--- src/rtl/id_ex_pkg.sv ---
// Shared decoder/pipeline constants and the ID/EX control bundle type.
package id_ex_pkg;

  localparam int unsigned ALUOP_W  = 5;
  localparam int unsigned NPCOP_W  = 3;
  localparam int unsigned WDSEL_W  = 2;
  localparam int unsigned DMTYPE_W = 3;
  localparam int unsigned REG_AW   = 5;

  typedef enum logic [NPCOP_W-1:0] {
    NPC_PLUS4  = 3'd0,
    NPC_BRANCH = 3'd1,
    NPC_JUMP   = 3'd2,
    NPC_JALR   = 3'd3
  } npc_op_e;

  typedef enum logic [WDSEL_W-1:0] {
    WDSEL_FROM_ALU = 2'd0,
    WDSEL_FROM_MEM = 2'd1,
    WDSEL_FROM_PC  = 2'd2
  } wd_sel_e;

  typedef enum logic [DMTYPE_W-1:0] {
    DM_WORD   = 3'd0,
    DM_HALF   = 3'd1,
    DM_HALF_U = 3'd2,
    DM_BYTE   = 3'd3,
    DM_BYTE_U = 3'd4
  } dm_type_e;

  // Control bundle carried from ID into EX
  typedef struct packed {
    logic                valid;
    logic                regwrite;
    logic                memwrite;
    logic                alusrc;
    logic                itypel;
    logic [ALUOP_W-1:0]  aluop;
    logic [NPCOP_W-1:0]  npcop;
    logic [WDSEL_W-1:0]  wdsel;
    logic [DMTYPE_W-1:0] dmtype;
  } ctrl_t;

  // All-zero bubble: invalid, no writes, npcop = NPC_PLUS4
  localparam ctrl_t BUBBLE = '0;

endpackage

--- src/rtl/id_ex_stage_load_use_detect.sv ---
// Combinational load-use hazard detector between EX (load) and ID (consumer).
module load_use_detect
  import id_ex_pkg::*;
(
  input  logic              ex_valid_i,
  input  logic              ex_itypel_i,
  input  logic [REG_AW-1:0] ex_rd_i,
  input  logic              id_valid_i,
  input  logic [REG_AW-1:0] id_rs1_i,
  input  logic [REG_AW-1:0] id_rs2_i,
  output logic              lu_c
);

  // Conservative match: rs2 is compared even if the ID instruction ignores it
  always_comb begin
    lu_c = ex_valid_i & ex_itypel_i & (ex_rd_i != '0) & id_valid_i &
           ((ex_rd_i == id_rs1_i) | (ex_rd_i == id_rs2_i));
  end

endmodule

--- src/rtl/id_ex_stage.sv ---
// ID/EX pipeline register with load-use bubble insertion, branch flush and
// saturating bubble/flush event counters.
module id_ex_stage
  import id_ex_pkg::*;
#(
  parameter int unsigned XLEN  = 32,
  parameter int unsigned CNT_W = 32
) (
  input  logic                clk,
  input  logic                rstn,
  input  logic                hold_i,
  input  logic                flush_i,
  input  logic                id_valid_i,
  input  logic                id_regwrite_i,
  input  logic                id_memwrite_i,
  input  logic                id_alusrc_i,
  input  logic                id_itypel_i,
  input  logic [ALUOP_W-1:0]  id_aluop_i,
  input  logic [NPCOP_W-1:0]  id_npcop_i,
  input  logic [WDSEL_W-1:0]  id_wdsel_i,
  input  logic [DMTYPE_W-1:0] id_dmtype_i,
  input  logic [XLEN-1:0]     id_pc_i,
  input  logic [XLEN-1:0]     id_rd1_i,
  input  logic [XLEN-1:0]     id_rd2_i,
  input  logic [XLEN-1:0]     id_imm_i,
  input  logic [REG_AW-1:0]   id_rs1_i,
  input  logic [REG_AW-1:0]   id_rs2_i,
  input  logic [REG_AW-1:0]   id_rd_i,
  output logic                ex_valid_o,
  output logic                ex_regwrite_o,
  output logic                ex_memwrite_o,
  output logic                ex_alusrc_o,
  output logic                ex_itypel_o,
  output logic [ALUOP_W-1:0]  ex_aluop_o,
  output logic [NPCOP_W-1:0]  ex_npcop_o,
  output logic [WDSEL_W-1:0]  ex_wdsel_o,
  output logic [DMTYPE_W-1:0] ex_dmtype_o,
  output logic [XLEN-1:0]     ex_pc_o,
  output logic [XLEN-1:0]     ex_rd1_o,
  output logic [XLEN-1:0]     ex_rd2_o,
  output logic [XLEN-1:0]     ex_imm_o,
  output logic [REG_AW-1:0]   ex_rs1_o,
  output logic [REG_AW-1:0]   ex_rs2_o,
  output logic [REG_AW-1:0]   ex_rd_o,
  output logic                stall_o,
  output logic [CNT_W-1:0]    bubble_cnt_o,
  output logic [CNT_W-1:0]    flush_cnt_o
);

  ctrl_t              ctrl_q, ctrl_d;
  logic [XLEN-1:0]    pc_q, pc_d, rd1_q, rd1_d, rd2_q, rd2_d, imm_q, imm_d;
  logic [REG_AW-1:0]  rs1_q, rs1_d, rs2_q, rs2_d, rd_q, rd_d;
  logic [CNT_W-1:0]   bubble_cnt_q, bubble_cnt_d, flush_cnt_q, flush_cnt_d;
  logic               lu;

  load_use_detect u_load_use_detect (
    .ex_valid_i  (ctrl_q.valid),
    .ex_itypel_i (ctrl_q.itypel),
    .ex_rd_i     (rd_q),
    .id_valid_i  (id_valid_i),
    .id_rs1_i    (id_rs1_i),
    .id_rs2_i    (id_rs2_i),
    .lu_c        (lu)
  );

  // A flush discards the ID instruction, so its hazard must not stall upstream
  always_comb begin
    stall_o = hold_i | (lu & ~flush_i);
  end

  // Priority: hold > flush > load-use bubble > normal capture
  always_comb begin
    ctrl_d       = ctrl_q;
    pc_d         = pc_q;
    rd1_d        = rd1_q;
    rd2_d        = rd2_q;
    imm_d        = imm_q;
    rs1_d        = rs1_q;
    rs2_d        = rs2_q;
    rd_d         = rd_q;
    bubble_cnt_d = bubble_cnt_q;
    flush_cnt_d  = flush_cnt_q;
    if (hold_i) begin
      // keep everything
    end else if (flush_i || lu) begin
      ctrl_d = BUBBLE;
      pc_d   = '0;
      rd1_d  = '0;
      rd2_d  = '0;
      imm_d  = '0;
      rs1_d  = '0;
      rs2_d  = '0;
      rd_d   = '0;
      if (flush_i) begin
        flush_cnt_d = (flush_cnt_q == '1) ? flush_cnt_q : flush_cnt_q + CNT_W'(1);
      end else begin
        bubble_cnt_d = (bubble_cnt_q == '1) ? bubble_cnt_q : bubble_cnt_q + CNT_W'(1);
      end
    end else begin
      ctrl_d = '{valid:    id_valid_i,
                 regwrite: id_regwrite_i,
                 memwrite: id_memwrite_i,
                 alusrc:   id_alusrc_i,
                 itypel:   id_itypel_i,
                 aluop:    id_aluop_i,
                 npcop:    id_npcop_i,
                 wdsel:    id_wdsel_i,
                 dmtype:   id_dmtype_i};
      pc_d   = id_pc_i;
      rd1_d  = id_rd1_i;
      rd2_d  = id_rd2_i;
      imm_d  = id_imm_i;
      rs1_d  = id_rs1_i;
      rs2_d  = id_rs2_i;
      rd_d   = id_rd_i;
    end
  end

  // EX register bank and counters
  always_ff @(posedge clk or negedge rstn) begin
    if (!rstn) begin
      ctrl_q       <= BUBBLE;
      pc_q         <= '0;
      rd1_q        <= '0;
      rd2_q        <= '0;
      imm_q        <= '0;
      rs1_q        <= '0;
      rs2_q        <= '0;
      rd_q         <= '0;
      bubble_cnt_q <= '0;
      flush_cnt_q  <= '0;
    end else begin
      ctrl_q       <= ctrl_d;
      pc_q         <= pc_d;
      rd1_q        <= rd1_d;
      rd2_q        <= rd2_d;
      imm_q        <= imm_d;
      rs1_q        <= rs1_d;
      rs2_q        <= rs2_d;
      rd_q         <= rd_d;
      bubble_cnt_q <= bubble_cnt_d;
      flush_cnt_q  <= flush_cnt_d;
    end
  end

  assign ex_valid_o    = ctrl_q.valid;
  assign ex_regwrite_o = ctrl_q.regwrite;
  assign ex_memwrite_o = ctrl_q.memwrite;
  assign ex_alusrc_o   = ctrl_q.alusrc;
  assign ex_itypel_o   = ctrl_q.itypel;
  assign ex_aluop_o    = ctrl_q.aluop;
  assign ex_npcop_o    = ctrl_q.npcop;
  assign ex_wdsel_o    = ctrl_q.wdsel;
  assign ex_dmtype_o   = ctrl_q.dmtype;
  assign ex_pc_o       = pc_q;
  assign ex_rd1_o      = rd1_q;
  assign ex_rd2_o      = rd2_q;
  assign ex_imm_o      = imm_q;
  assign ex_rs1_o      = rs1_q;
  assign ex_rs2_o      = rs2_q;
  assign ex_rd_o       = rd_q;
  assign bubble_cnt_o  = bubble_cnt_q;
  assign flush_cnt_o   = flush_cnt_q;

endmodule

--- config.mk ---
export PLATFORM = sky130hd
export DESIGN_NAME = id_ex_stage
export DESIGN_NICKNAME = d
export VERILOG_FILES = /design/src/rtl/id_ex_pkg.sv /design/src/rtl/id_ex_stage_load_use_detect.sv /design/src/rtl/id_ex_stage.sv
export SDC_FILE = /design/constraint.sdc
export NUM_CORES = 1
export LEC_CHECK = 0
export BUFFER_PORTS_ARGS = -buffer_cell sky130_fd_sc_hd__buf_2
export CORE_AREA = 2 2 153 155
export CTS_BUF_LIST = sky130_fd_sc_hd__clkbuf_8
export CTS_CLUSTER_DIAMETER = 80
export CTS_CLUSTER_SIZE = 20
export DETAILED_ROUTE_END_ITERATION = 16
export DIE_AREA = 0 0 155 157
export HOLD_SLACK_MARGIN = 0.06
export PLACE_DENSITY = 0.66
export SLEW_MARGIN = 0
export SYNTH_ARGS = -nofsm -noshare
export SYNTH_HDL_FRONTEND = slang
export SYNTH_HIERARCHICAL = 1
export SYNTH_SLANG_ARGS = --single-unit
export TNS_END_PERCENT = 100
--- constraint.sdc ---
create_clock -name clk -period 4.82 [get_ports clk]
set_input_delay 0 -clock clk [delete_from_list [all_inputs] [get_ports clk]]
set_output_delay 0 -clock clk [all_outputs]
set_load 0.05 [all_outputs]
### Word-level counts from Yosys, hierarchy flattened

Cells that the tools add are included.

* flip-flop bits (word level): 225
* bits in latches: 0
* RAM bits: 0
* ROM bits: 0
* input bits: 165
* output and inout port bits: 226
* logic and storage cells: 47
* memories: 0

* add/sub/neg operators: 2
* multiply operators: 0
* divide/modulo/power cells: 0
* order comparisons: 0
* eq/ne operators: 4
* shifts and indexed selects: 0
* mux-type cells: 8
* bitwise gates (word level): 11
* reduce and logical (&&, ||, !) cells: 4

Operator list (number)
* $mux 32: 4
* $add 32x1->32 const B: 2
* $eq 32x32->1 const B: 2
* $mux 18: 1
* $mux 5: 3
* $eq 5x5->1: 2
* $reduce_and 4->1: 2
* $and 1x1->1: 5
* $reduce_bool 5->1: 1
* $not 1->1: 4
* $or 1x1->1: 2
* $logic_or 1x1->1: 1

### Longest topological paths before layout

* depth in word-level cells: 6
* depth in mapped cells: 9
* mapped depth without buffers: 8

### Cells and area by module

Netlist, hierarchy kept.

By module, submodules not included
* id_ex_stage: instances 1, cells each 658, area each 8827.2 µm², sequential area each 5630.4 µm²
* load_use_detect: instances 1, cells each 17, area each 128.9 µm², sequential area each 0.0 µm²

### Worst setup path after synthesis

No wires, ideal clock.

* path type: reg2reg
* start: register rd_q[3] (netlist: ex_rd_o[3])
* end: register pc_q[0] (netlist: ex_pc_o[0])
* library setup time: 0.066 ns
* data arrival time: 2.575 ns
* data required time: 4.754 ns
* path slack: 2.179 ns
* stages on the path, launching flop included: 8
* path buffers: 2
* period minus slack after synthesis: 2.641 ns
* path through: dfrtp_1 or4_1 o2111ai_1 a21oi_1 nor3_1 clkbuf_1 buf_2 a22o_1

* cells in the longest elaborated chain, start to end: 6
* elaborated cells on any way between the ends: 9
* those cells by class: 2 x eq/ne; 1 x mux; 4 x bitwise; 2 x reduce/logical

Ends and longest elaborated chain
* start: declaration: RTL line id_ex_stage.sv:52 `logic [REG_AW-1:0] rs1_q, rs1_d, rs2_q, rs2_d, rd_q, rd_d;`
* start signal: assignment: RTL line id_ex_stage.sv:140 `rd_q <= rd_d;`
* $reduce_bool 5->1: RTL line id_ex_stage_load_use_detect.sv:16 `lu_c = ex_valid_i & ex_itypel_i & (ex_rd_i != '0) & id_valid_i &`
* $and 1x1->1 (2 in series): RTL line id_ex_stage_load_use_detect.sv:16
* $and 1x1->1 *: RTL line id_ex_stage_load_use_detect.sv:16
* net lu: RTL line id_ex_stage.sv:54 `logic lu;`
* $logic_or 1x1->1 *: RTL line id_ex_stage.sv:85 `end else if (flush_i || lu) begin`
* $mux 32 *: RTL line id_ex_stage.sv:85
* end signal: assignment: RTL line id_ex_stage.sv:134 `pc_q <= pc_d;`
* end: declaration: RTL line id_ex_stage.sv:51 `logic [XLEN-1:0] pc_q, pc_d, rd1_q, rd1_d, rd2_q, rd2_d, imm_q, imm_d;`

The timed path passes the listed nets; every way through them passes the cells marked *.
A chain may end at the register's enable or synchronous reset.

### Final worst setup path

* start: register rd_q[4] (netlist: ex_rd_o[4])
* end: register rs1_q[0] (netlist: ex_rs1_o[0])

* cells in the longest elaborated chain, start to end: 6
* elaborated cells on any way between the ends: 9
* those cells by class: 2 x eq/ne; 1 x mux; 4 x bitwise; 2 x reduce/logical

Ends and longest elaborated chain
* $reduce_bool 5->1: RTL line id_ex_stage_load_use_detect.sv:16
* $and 1x1->1 (2 in series): RTL line id_ex_stage_load_use_detect.sv:16
* $and 1x1->1 *: RTL line id_ex_stage_load_use_detect.sv:16
* net lu: RTL line id_ex_stage.sv:54
* $logic_or 1x1->1 *: RTL line id_ex_stage.sv:85
* $mux 5 *: RTL line id_ex_stage.sv:85
* end signal: assignment: RTL line id_ex_stage.sv:138 `rs1_q <= rs1_d;`
* end: declaration: RTL line id_ex_stage.sv:52

Marks and branches as above.

==> metrics.md <==
| Metric | Value |
|---|---|
| Largest net degree at the start of global routing | `117` |
| Syn nets | `842` |
| Die area | `0.02434 mm2` |
| Setup-failing EPs final | `0` |
| Die Y | `157 um` |
| Post-synth top area share | `62.87%` |
| # nets final | `1382` |
| Pwr/cell area | `314.4 mW/mm2` |
| Port bufs | `390` |
| Area growth from synthesis to layout | `46.51%` |
| Post-route ant nets | `0` |
| Synthesized netlist cell count | `675` |
| Post_cts resized | `0` |
| Biggest area consumer among synthesized cells | `dfrtp_1` |
| RSZ-0062 raised after global routing | `false` |
| GP Congestion | `0.8284` |
| Fin. Hold Viols | `0` |
| WL final | `29.46 mm` |
| Worst hold margin | `119.0 ps` |
| H-tree depth | `1` |
| Worst-Margin Slew | `900.7 ps` |
| Crit path launch type | `register` |
| Max Root-Sink Buffers | `3` |
| Slew Viols, Final | `0` |
| Detailed router's first-iteration violation count | `477` |
| WS Path Type | `reg -> reg` |
| CTS Buf Count | `15` |
| Critical path's largest stage delay | `790 ps` |
| Initial core utilization | `39.80%` |
| Site row count | `55` |
| Outcome | `finished clean` |
| Tcrit/Tclk final | `62.29%` |
| Critical-path top delay cell | `nor3_2` |
| Io pins | `391` |
| Latest clock arrival within the worst-skew pair | `520 ps` |
| Clock sink count | `225` |
| Worst slew margin | `39.95%` |
| Initial antenna violation count | `4` |
| Chip width | `155 um` |
| Synth Area per Inst | `13.27 um2` |
| Wire length per cell | `19.57 um` |
| Vias | `7942` |
| Synth area leaders | `dfrtp_1 63%, a22o_1 16%, xnor2_1 4.0%` |
| Yosys reg bits | `225` |
| Max VDD drop | `0.0002416 V` |
| Drt first pass iters | `5` |
| Vias in the first global route | `8029` |
| Setup Skew | `27.21 ps` |
| Core footprint | `0.02250 mm2` |
| Post-Syn Area | `0.008956 mm2` |
| Clock tree root driver cell | `clkbuf_8` |
| Reg2Reg Depth | `6` |
| Seq/Total Area, Yosys | `62.87%` |
| Crit path max fanout | `9` |
| Layout cells sized above 1 | `35.77%` |
| HPWL reported at the end of detailed placement | `18.92 mm` |
| Synth Warn # | `6` |
| Vias per cell | `5.277` |
| Worst EP arrival | `3450 ps` |
| Tot GR Track Use | `23.27%` |
| Global-route wire length before repair | `44.75 mm` |
| Clk pin slew, worst setup/hold paths | `130 ps` |
| CTS tree | `done` |
| Maxcap violations | `0` |
| Setup crit end kind | `register` |
| DRC Markers | `0` |
| Hold WC Path Type | `in -> async` |
| Gr ovfl total | `0` |
| Pleak | `6.839 nW` |
| Cell-by-cell trace of the critical path | `or4_1, o2111ai_1, a21oi_1, nor3_2, a22o_1, dlygate4sd3_1` |
| Crit path time final | `3002 ps` |
| Setup TNS | `0 ps` |
| Netlist cell types | `46` |
| Max Fclk | `0.3331 GHz` |
| Critical path required time | `5270 ps` |
-- sequential cells by signal, indices dropped and copies added, names as in the netlist --
signal,cells
bubble_cnt_o,32
ex_aluop_o,5
ex_alusrc_o,1
ex_dmtype_o,3
ex_imm_o,32
ex_itypel_o,1
ex_memwrite_o,1
ex_npcop_o,3
ex_pc_o,32
ex_rd1_o,32
ex_rd2_o,32
ex_rd_o,5
ex_regwrite_o,1
ex_rs1_o,5
ex_rs2_o,5
ex_valid_o,1
ex_wdsel_o,2
flush_cnt_o,32
-- logic make-up after synthesis --
logic type	Yosys count	share of synthesized area, %
buffers and inverters	50	2.431
xor gates and xnor gates	68	6.734
adders and majority gates	2	0.2794
DFF	225	62.87
and+or+nand+nor	157	10.67
muxes	2	0.2514
AOI/OAI and AO/OA	171	16.76
-- routing by layer --
| layer | global-route usage [%] | vias up | routed length (um) |
|---|---|---|---|
| met3 | 5.314 | 65 | 1959 |
| met4 | 7.848 | 2 | 1027 |
| met1 | 29.13 | 3940 | 11570 |
| met5 | 0 | - | 13 |
| met2 | 39.96 | 340 | 14880 |
| li1 | - | 3595 | - |
-- cells in the final DEF (no fill, tap or decap), types with 2 or more instances in the layout --
master and count:
or3_1 2, a21oi_1 2, diode_2 4, mux2_2 2, dfrtp_1 225, xnor2_1 41
nor3_1 16, dlygate4sd3_1 167, buf_2 388, buf_4 7, inv_1 7, and3_1 8
or4_1 2, ha_1 2, nand3_1 29, and2_1 4, buf_12 3, and4_1 4
nand2_1 21, xor2_1 26, nor4_4 2, nor2_1 18, and4_4 2, a22o_1 161
nand4_1 30, nor4_1 5, clkbuf_8 16, nor3_2 2, o2111ai_1 2
-- through the flow --
| step | area (um2) | cells | total power, mW | util [%] | setup slack, ps |
|---|---|---|---|---|---|
| floorplan | 8956 | 675 | 2.792 | - | 2179 |
| global placement | 11200 | 1316 | 3.108 | 49.75 | 2040 |
| detailed placement | 11200 | 1316 | 3.119 | 49.75 | 1973 |
| CTS | 13110 | 1501 | 4.150 | 58.27 | 1773 |
| global route | 13120 | 1504 | 4.301 | 58.30 | 1566 |
| finish | 13120 | 1505 | 4.126 | 58.31 | 1818 |
-- cell usage after synthesis, drive strengths merged --
| cell | count |
|---|---|
| dfrtp | 225 |
| a22o | 161 |
| xnor2 | 42 |
| nand4 | 32 |
| nand3 | 29 |
| clkbuf | 28 |
| xor2 | 26 |
| nand2 | 21 |
| nor2 | 18 |
| nor3 | 18 |
| buf | 15 |
| and3 | 10 |
| inv | 7 |
| nor4 | 7 |
| and4 | 6 |
| and2 | 4 |
| a21oi | 2 |
| ha | 2 |
| mux2 | 2 |
| nor4b | 2 |
| o2111ai | 2 |
| or3 | 2 |
| or4 | 2 |
| a2111oi | 1 |
| a21o | 1 |
| a41oi | 1 |
| nand2b | 1 |
| nand4b | 1 |
| nor3b | 1 |
| o211ai | 1 |
| o21a | 1 |
| o21ai | 1 |
| or2 | 1 |
| or3b | 1 |
| or4b | 1 |
-- final timing paths --
| kind | to | from | slack (ps) |
|---|---|---|---|
| hold reg to reg | flush_cnt_o[22] | flush_cnt_o[22] | 490 |
| max in group asynchronous | ex_imm_o[28] | rstn | 3600 |
| hold / removal | flush_cnt_o[6] | rstn | 120 |
| min in group clk | ex_valid_o | hold_i | 190 |
| setup / recovery | ex_rs1_o[0] | ex_rd_o[4] | 1820 |
| setup reg to reg | ex_rs1_o[0] | ex_rd_o[4] | 1820 |
-- critical path, delay by kind of cell, from the launching register on --
family                 cells  cell delay (ps)
AND/OR/NAND/NOR            2             1320
AO/OA/AOI/OAI              3              610
buffers and inverters      1              540
flip-flops                 1              460
-- what timing repair did --
item	4_1_cts	5_1_grt
setup buffers	0	0
hold buffers	167	0
endpoints found under the hold margin	282	0
-- where the power goes --
| part | internal, mW | switching, mW |
|---|---|---|
| combinational | 0.345 | 0.737 |
| sequential | 2.02 | 0.110 |
| clock | 0.311 | 0.605 |
-- cell type report --
| cell class | instances | area [um2] |
|---|---|---|
| Antenna cell | 4 | 10.01 |
| Clock buffer | 16 | 220.2 |
| Clock inverter | 2 | 23.77 |
| Fill cell | 1796 | 9382 |
| Inverter | 7 | 26.28 |
| Multi-Input combinational cell | 400 | 3113 |
| Sequential cell | 225 | 5630 |
| Tap cell | 285 | 356.6 |
| Timing Repair Buffer | 566 | 3741 |
Power figures use the tool's default switching activity.
